<file path="src/rtl/instr_encode_loader.sv">
// Encodes decoded instructions (ID + rs/rt/rd) into 32-bit words and streams them into instruction memory.
// Latency: one cycle from accepted beat to mem_we/mem_addr/mem_wdata. Option: `ENC_RANGE_CHECK_EN rejects out-of-range fields.
// Backpressure: in_ready low outside LOAD, once count hits DEPTH, or after in_last has been accepted.
module instr_encode_loader #(
    parameter int ADDR_W    = 8,
    parameter int DEPTH     = 256,
    parameter int BASE_ADDR = 0
) (
    input  logic              clk,
    input  logic              reset,
    input  logic              start,
    input  logic              in_valid,
    output logic              in_ready,
    input  logic              in_last,
    input  logic [31:0]       in_id,
    input  logic [31:0]       in_rs,
    input  logic [31:0]       in_rt,
    input  logic [31:0]       in_rd,
    output logic              mem_we,
    output logic [ADDR_W-1:0] mem_addr,
    output logic [31:0]       mem_wdata,
    output logic              busy,
    output logic              done,
    output logic              full,
    output logic              err,
    output logic [ADDR_W:0]   count
);

    localparam int CW = ADDR_W + 1;
    localparam logic [ADDR_W-1:0] BASE_A  = ADDR_W'(BASE_ADDR);
    localparam logic [ADDR_W:0]   DEPTH_C = CW'(DEPTH);

    typedef enum logic [1:0] {S_IDLE, S_LOAD, S_DONE} state_t;

    state_t              state_q;
    logic [ADDR_W:0]     count_q;
    logic                we_q, err_q, done_q, last_q;
    logic [ADDR_W-1:0]   addr_q;
    logic [31:0]         wdata_q;

    logic        full_w, xfer;
    logic [5:0]  id6;
    logic [31:0] enc_word;
    logic        enc_ok;
    logic        rs_reg_ok, rt_reg_ok, rd_reg_ok, imm_ok, tgt_ok;

    assign id6 = in_id[5:0];

`ifdef ENC_RANGE_CHECK_EN
    assign rs_reg_ok = ~|in_rs[31:5];
    assign rt_reg_ok = ~|in_rt[31:5];
    assign rd_reg_ok = ~|in_rd[31:5];
    assign imm_ok    = (&in_rt[31:15]) | (~|in_rt[31:15]);
    assign tgt_ok    = ~|in_rs[31:26];
`else
    assign rs_reg_ok = 1'b1;
    assign rt_reg_ok = 1'b1;
    assign rd_reg_ok = 1'b1;
    assign imm_ok    = 1'b1;
    assign tgt_ok    = 1'b1;
    logic unused_hi_bits;
    assign unused_hi_bits = &{1'b0, in_rs[31:26], in_rt[31:16], in_rd[31:5]};
`endif

    // Opcode/func values follow the decoder's numbering so a decode of this word returns the same ID.
    always_comb begin
        enc_word = '0;
        enc_ok   = 1'b1;
        case (in_id)
            32'd1, 32'd2, 32'd3, 32'd4: begin
                enc_word = {6'd0, in_rs[4:0], in_rt[4:0], in_rd[4:0], 5'd0, id6 - 6'd1};
                enc_ok   = rs_reg_ok & rt_reg_ok & rd_reg_ok;
            end
            32'd7: begin
                enc_word = {6'd3, in_rs[4:0], in_rt[4:0], in_rd[4:0], 11'd0};
                enc_ok   = rs_reg_ok & rt_reg_ok & rd_reg_ok;
            end
            32'd8: begin
                enc_word = {6'd4, in_rs[4:0], in_rt[4:0], in_rd[4:0], 11'd0};
                enc_ok   = rs_reg_ok & rt_reg_ok & rd_reg_ok;
            end
            32'd24: begin
                enc_word = {6'd19, in_rs[4:0], in_rt[4:0], in_rd[4:0], 11'd0};
                enc_ok   = rs_reg_ok & rt_reg_ok & rd_reg_ok;
            end
            32'd5, 32'd6, 32'd9, 32'd10: begin
                enc_word = {id6 - 6'd4, in_rs[4:0], in_rd[4:0], in_rt[15:0]};
                enc_ok   = rs_reg_ok & rd_reg_ok & imm_ok;
            end
            32'd13, 32'd14, 32'd15, 32'd16, 32'd17, 32'd18, 32'd19, 32'd20, 32'd25: begin
                enc_word = {id6 - 6'd5, in_rs[4:0], in_rd[4:0], in_rt[15:0]};
                enc_ok   = rs_reg_ok & rd_reg_ok & imm_ok;
            end
            32'd11, 32'd12: begin
                enc_word = {6'd7, in_rs[4:0], in_rd[4:0], 5'd0, in_rt[4:0], id6 - 6'd11};
                enc_ok   = rs_reg_ok & rd_reg_ok & rt_reg_ok;
            end
            32'd21, 32'd22, 32'd23: begin
                enc_word = {id6 - 6'd5, in_rs[25:0]};
                enc_ok   = tgt_ok;
            end
            32'd26, 32'd27, 32'd28, 32'd29: begin
                enc_word = {6'd21, 20'd0, id6 - 6'd26};
            end
            default: enc_ok = 1'b0;
        endcase
    end

    assign full_w   = (count_q == DEPTH_C);
    assign in_ready = (state_q == S_LOAD) && !full_w && !last_q;
    assign xfer     = in_valid && in_ready;

    always_ff @(posedge clk or negedge reset) begin
        if (!reset) begin
            state_q <= S_IDLE;
            count_q <= '0;
            we_q    <= 1'b0;
            err_q   <= 1'b0;
            done_q  <= 1'b0;
            last_q  <= 1'b0;
            addr_q  <= '0;
            wdata_q <= '0;
        end else begin
            we_q   <= 1'b0;
            err_q  <= 1'b0;
            done_q <= 1'b0;
            case (state_q)
                S_IDLE: begin
                    if (start) begin
                        state_q <= S_LOAD;
                        count_q <= '0;
                        last_q  <= 1'b0;
                    end
                end
                S_LOAD: begin
                    if (xfer) begin
                        if (enc_ok) begin
                            we_q    <= 1'b1;
                            addr_q  <= BASE_A + count_q[ADDR_W-1:0];
                            wdata_q <= enc_word;
                            count_q <= count_q + CW'(1);
                        end else begin
                            err_q <= 1'b1;
                        end
                        if (in_last) last_q <= 1'b1;
                    end
                    // in_ready is already low here, so the final write is the one now on the port.
                    if (last_q || full_w) begin
                        state_q <= S_DONE;
                        done_q  <= 1'b1;
                    end
                end
                S_DONE: begin
                    state_q <= S_IDLE;
                    last_q  <= 1'b0;
                end
                default: state_q <= S_IDLE;
            endcase
        end
    end

    assign mem_we    = we_q;
    assign mem_addr  = addr_q;
    assign mem_wdata = wdata_q;
    assign busy      = (state_q == S_LOAD);
    assign done      = done_q;
    assign full      = full_w;
    assign err       = err_q;
    assign count     = count_q;

endmodule
</file>
<file path="config.mk">
export PLATFORM = sky130hd
export DESIGN_NAME = instr_encode_loader
export DESIGN_NICKNAME = d
export VERILOG_FILES = /design/src/rtl/instr_encode_loader.sv
export SDC_FILE = /design/constraint.sdc
export NUM_CORES = 1
export LEC_CHECK = 0
export BUFFER_PORTS_ARGS = -buffer_cell sky130_fd_sc_hd__buf_2
export CORE_MARGIN = 2
export CORE_UTILIZATION = 45
export CTS_CLUSTER_DIAMETER = 100
export DETAILED_ROUTE_END_ITERATION = 16
export MAX_ROUTING_LAYER = met4
export PLACE_DENSITY = 0.85
export SYNTH_ARGS = -nofsm -noshare
export SYNTH_HDL_FRONTEND = slang
export SYNTH_SLANG_ARGS = --single-unit
</file>
<file path="constraint.sdc">
create_clock -name clk -period 2.55 [get_ports clk]
set_input_delay 0.51 -clock clk [delete_from_list [all_inputs] [get_ports clk]]
set_output_delay 0.51 -clock clk [all_outputs]
set_load 0.05 [all_outputs]
</file>
# After elaboration in Yosys (flattened, before gate mapping)
# Cells that the tools add are included.
[word_totals]
word_cells = 92
regBits = 55
input_bits = 133
output_inout_bits = 55
[classes]
mux = 21
n_addsub = 6
n_eq_ne = 37
n_reduce_logical = 20
[ops]
columns = ["cell", "count"]
rows = [
  ["32-bit by 5-bit equality test with 1-bit output (second input constant)", 14],
  ["32-bit one-hot mux with 9 select lines", 1],
  ["32-bit by 4-bit equality test with 1-bit output (second input constant)", 8],
  ["32-bit by 3-bit equality test with 1-bit output (second input constant)", 4],
  ["32-bit by 2-bit equality test with 1-bit output (second input constant)", 2],
  ["32-bit by 1-bit equality test with 1-bit output (second input constant)", 1],
  ["29-bit OR reduction", 1],
  ["9-bit two-way mux", 3],
  ["9-bit one-hot mux with 2 select lines", 1],
  ["1-bit two-way mux", 12],
  ["4-bit OR reduction", 3],
  ["6-bit by 3-bit subtractor with 6-bit output (second input constant)", 2],
  ["9-bit by 1-bit adder with 9-bit output (second input constant)", 1],
  ["9-bit equality test (second input constant)", 1],
  ["9-bit OR reduction", 1],
  ["4-bit AND reduction", 2],
  ["2-bit by 1-bit != test with 1-bit output (second input constant)", 3],
  ["6-bit by 1-bit subtractor with 6-bit output (second input constant)", 1],
  ["6-bit by 4-bit subtractor with 6-bit output (second input constant)", 1],
  ["6-bit by 5-bit subtractor with 6-bit output (second input constant)", 1],
  ["2-bit two-way mux", 2],
  ["2-bit != test (second input constant)", 2],
  ["2-bit one-hot mux with 2 select lines", 1],
  ["1-bit logical AND", 3],
  ["other kinds (12)", 13],
]

# Longest topological paths before layout
[logic_depth]
ltp_word = 7
ltp_mapped = 13

# Least setup slack after synthesis
# OpenSTA, ideal clock, no wires.
[synth_path]
path_kind = "reg-to-output"
start = "register count_q[0], in the netlist count[0]"
end = "output in_ready"
required_ps = 2040
setup_slack_ps = -578
path_buffers = 0
arrival_time_ps = 2618
stages_incl_launch_ff = 6
cell_sequence = "dfrtp_1 inv_1 ha_1 nor4b_1 and2_1 nor3_1"
[synth_between]
elab_chain_len = 4
[synth_lines]
columns = ["item", "line", "rtl"]
rows = [
  ["start, declared", "36", "logic [ADDR_W:0] count_q;"],
  ["start signal, assigned", "141", "count_q <= count_q + CW'(1);"],
  ["9-bit equality test", "109", "assign full_w = (count_q == DEPTH_C);"],
  ["net full", "24", "output logic full,"],
  ["1-bit logical NOT", "110", "assign in_ready = (state_q == S_LOAD) && !full_w && !last_q;"],
  ["1-bit logical AND (2 in a row)", "110", ""],
  ["end, declared", "13", "output logic in_ready,"],
]
# The timed path passes the listed nets, and every way through them passes these cells.

# Final worst setup path
[layout_path]
start = "input in_id[9]"
end = "register wdata_q[5], in the netlist mem_wdata[5]"
[layout_between]
elab_chain_len = 4
[layout_lines]
columns = ["item", "line", "rtl"]
rows = [
  ["start, declared", "15", "input logic [31:0] in_id,"],
  ["32-bit by 5-bit equality test with 1-bit output, or another cell as far along", "69", "case (in_id)"],
  ["29-bit OR reduction (no line)", "n/a", ""],
  ["1-bit two-way mux", "69", ""],
  ["3-bit AND reduction (no line)", "n/a", ""],
  ["end signal, assigned", "140", "wdata_q <= enc_word;"],
  ["end, declared", "39", "logic [31:0] wdata_q;"],
]
# Several ways; a longest one is shown, not always the timed one.
# A chain may end at the register's enable or synchronous reset.

==> metrics <==
H-Tree Level Count=2; die area=8420 um2; pin count of the biggest net entering global routing=30; power per cell area=432 nW/um2; RSZ-0062 raised after global routing=true; Reg2Reg Setup Slack=0.21 ns; Clock Sinks=55; Post-Synth Adder-Cell Area=0.0671; mux cell area share after synthesis=0.0303; Worst-path clk slew=0.11 ns; area of the core=7610 um2; Sw Share=0.367; crit-path max FO=2; WL per Instance=17.1 um; status=finished, final reports clean; PortBufs=138; cts bufs inserted=5; largest family of logic cells by synthesized area=compound AO/OA/AOI/OAI gates; Fin. Hold Viols=0; Yosys top cell area share=0.397; post-DP HPWL=9100 um; count of different cell masters after synthesis=58; Async SR Flop Fraction=1.00; Via Count=3971; Die H=91.8 um; die width=91.8 um; WP data required=2.80 ns; power share of the sequential group=0.435; Syn Inst Count=390; pre-CTS setup slack=-0.434 ns; DRC viols=0; vias in the first global route=3872; Synth area leaders=dfrtp_1 40%, ha_1 6.1%, nand2_1 5.3%; most common cell in the netlist=dfrtp_1; R2R cell count=10; FP Rows=32; register bit total from synthesis=55; first-pass GRT wire length=18500 um; Yosys warnings=0; GPL Wtd Cong=0.970; fmax=0.394 GHz; Worst Hold Class=input port to asynchronous set/reset pin; combinational group share of total power=0.329; r2r endpoint=mem_wdata[17]$_DFFE_PN0P_; Worst R2R Start=count[1]$_DFFE_PN0P_; Final ANT Viol Nets=0; drt via density=5.81; IO Pins=188; Clock Path Buffers=2; Post-synth top cells=55 x dfrtp_1, 49 x nand2_1, 34 x nor2_1, 33 x o21ai_0, 24 x a21oi_1; CP Launch Type=input port; Slew @ Worst Pin=0.636 ns; Clk pwr share=0.237; setup TNS=0 ns; average size of a mapped cell=8.89 um2; Area Growth Syn to Fin=44.5%; Layout Skew=0.00875 ns; ANT cells=0; min setup slack post-route=0.0136 ns; Slew headroom=0.576; First-pass DRT Iterations=6; GRT Residual Overflow=0; fin crit share=0.995; Setup violations, final=0; Mapped Area=3470 um2; fin nets=732; CTS tree=built; Post-synth EDFFs=0; Initial DRC Count=339; worst vdd ir=251 uV; Post-Synth XOR/XNOR Area=0.0152; share of layout cells above drive strength 1=0.436; Critical Path End Type=flip-flop; routed wire length=11700 um; CTS Root Cell=clkbuf_8; Post-synth top flop=dfrtp_1; Starting Density=0.456; Psw=794 uW; clk_lat worst skew=0.31 ns; initial antenna violation count=0; Slew Limit Fails=0; critical path class=input port to flip-flop; CP arrival=2.78 ns; post-synthesis simple-gate area fraction=0.171; number of max-cap violations=0; Internal=1.37 mW; Mapped Nets=541; Leakage=2.54 nW; Final Critical Period=2.54 ns; Seq/Total Area, Yosys=0.397; post-synthesis compound-gate area fraction=0.267; Global Route Usage Sum=0.278; CP Launch Point=in_id[9]; largest area contributor in the netlist=dfrtp_1
[metal layers]
layer	vias up	wire length, um	track usage
met2	245	5770	0.475
met4	0	309	0.0759
met3	33	948	0.0403
met5	-	0	-
met1	1872	4700	0.348
li1	1821	-	-
[worst max-delay path by stage]
stage	end	slack (ns)
after floorplan	mem_wdata[22]$_DFFE_PN0P_	0.008
after detailed placement	mem_wdata[5]$_DFFE_PN0P_	-0.43
after global routing	mem_wdata[3]$_DFFE_PN0P_	-0.14
after global placement	mem_wdata[3]$_DFFE_PN0P_	-0.32
after CTS	mem_wdata[3]$_DFFE_PN0P_	0.01
final	mem_wdata[5]$_DFFE_PN0P_	0.01
[power groups by stage]
stage          logic [mW]  clock network (mW)  registers, mW
2_1_floorplan       0.357                   0           1.01
3_3_place_gp        0.663                   0          0.952
3_5_place_dp        0.682                   0          0.956
4_1_cts             0.686               0.517          0.940
5_1_grt             0.759               0.548          0.946
6_report            0.711               0.512          0.941
[critical path, cell delays in order]
cell and delay [ns]:
buf_2 0.10, nor4_1 0.31, nand4_1 0.16, or2_4 0.28, nor3_4 0.24, inv_2 0.08, ha_4 0.21, a211oi_2 0.24
nor2b_1 0.09, o32ai_2 0.33, a21oi_1 0.07, o21ai_1 0.14
[logic make-up after synthesis]
logic type / count (synthesis)
AO/OA/AOI/OAI: 133
XOR/XNOR: 6
adder cells (fa/ha/maj): 18
buffers and inverters: 40
flip-flops: 55
multiplexers: 10
AND/OR/NAND/NOR: 128
[metrics by stage]
step	total power, mW	instances	instance area (um2)	utilization	hold WS (ns)
after global routing	2.25	684	5010	0.659	0.249
after global placement	1.62	674	4780	0.628	0.438
after floorplan	1.36	390	3510	-	0.214
after detailed placement	1.64	674	4780	0.628	0.449
final	2.16	684	5010	0.659	0.204
after CTS	2.14	682	4890	0.643	0.217
[state kept, by name, summed over array words and instances (netlist names)]
register	flops
mem_wdata	32
state_q	2
mem_addr	8
count	9
last_q	1
done	1
mem_we	1
err	1
[layout by cell type, fill, tap and decap left out, types with 3 or more instances in the layout]
| master | netlist | layout |
|---|---|---|
| inv_1 | 11 | 10 |
| buf_12 | 0 | 4 |
| o31ai_1 | 4 | 3 |
| a221oi_2 | 4 | 6 |
| ha_1 | 17 | 13 |
| nand4_1 | 4 | 4 |
| a31oi_1 | 7 | 7 |
| mux2_1 | 4 | 4 |
| buf_2 | 3 | 136 |
| ha_2 | 0 | 3 |
| nand3_1 | 8 | 8 |
| a41oi_1 | 3 | 3 |
| a221oi_1 | 10 | 8 |
| clkbuf_8 | 0 | 5 |
| nor4_2 | 0 | 3 |
| mux2i_1 | 6 | 6 |
| o21ai_0 | 33 | 30 |
| o21a_1 | 5 | 5 |
| a21oi_1 | 24 | 23 |
| nor3_1 | 6 | 4 |
| nor2b_1 | 3 | 3 |
| a22o_1 | 4 | 4 |
| nand2_1 | 49 | 49 |
| o22ai_1 | 4 | 4 |
| nor2_1 | 34 | 34 |
| buf_4 | 1 | 70 |
| xnor2_1 | 4 | 4 |
| a22oi_1 | 8 | 7 |
| a222oi_1 | 5 | 5 |
| o21ai_1 | 4 | 7 |
| o211ai_1 | 3 | 3 |
| dfrtp_1 | 55 | 55 |
[timing repair]
action / CTS / global route
setup buffers: 0 / 2
gates cloned: 0 / 0
hold buffers: 0 / 0
gates resized for setup: 3 / 23
hold endpoints to repair: 0 / 0
pin swaps: 1 / 10
setup endpoints to repair: 2 / 46
[cell type report]
cell class | instances | area [um2]
Multi-Input combinational cell | 295 | 2050
Tap cell | 102 | 128
Fill cell | 639 | 2600
Inverter | 12 | 47.5
Clock buffer | 5 | 68.8
Timing Repair Buffer | 212 | 1310
Clock inverter | 3 | 27.5
Sequential cell | 55 | 1380
Note: power is estimated with default switching activity, not from simulation.
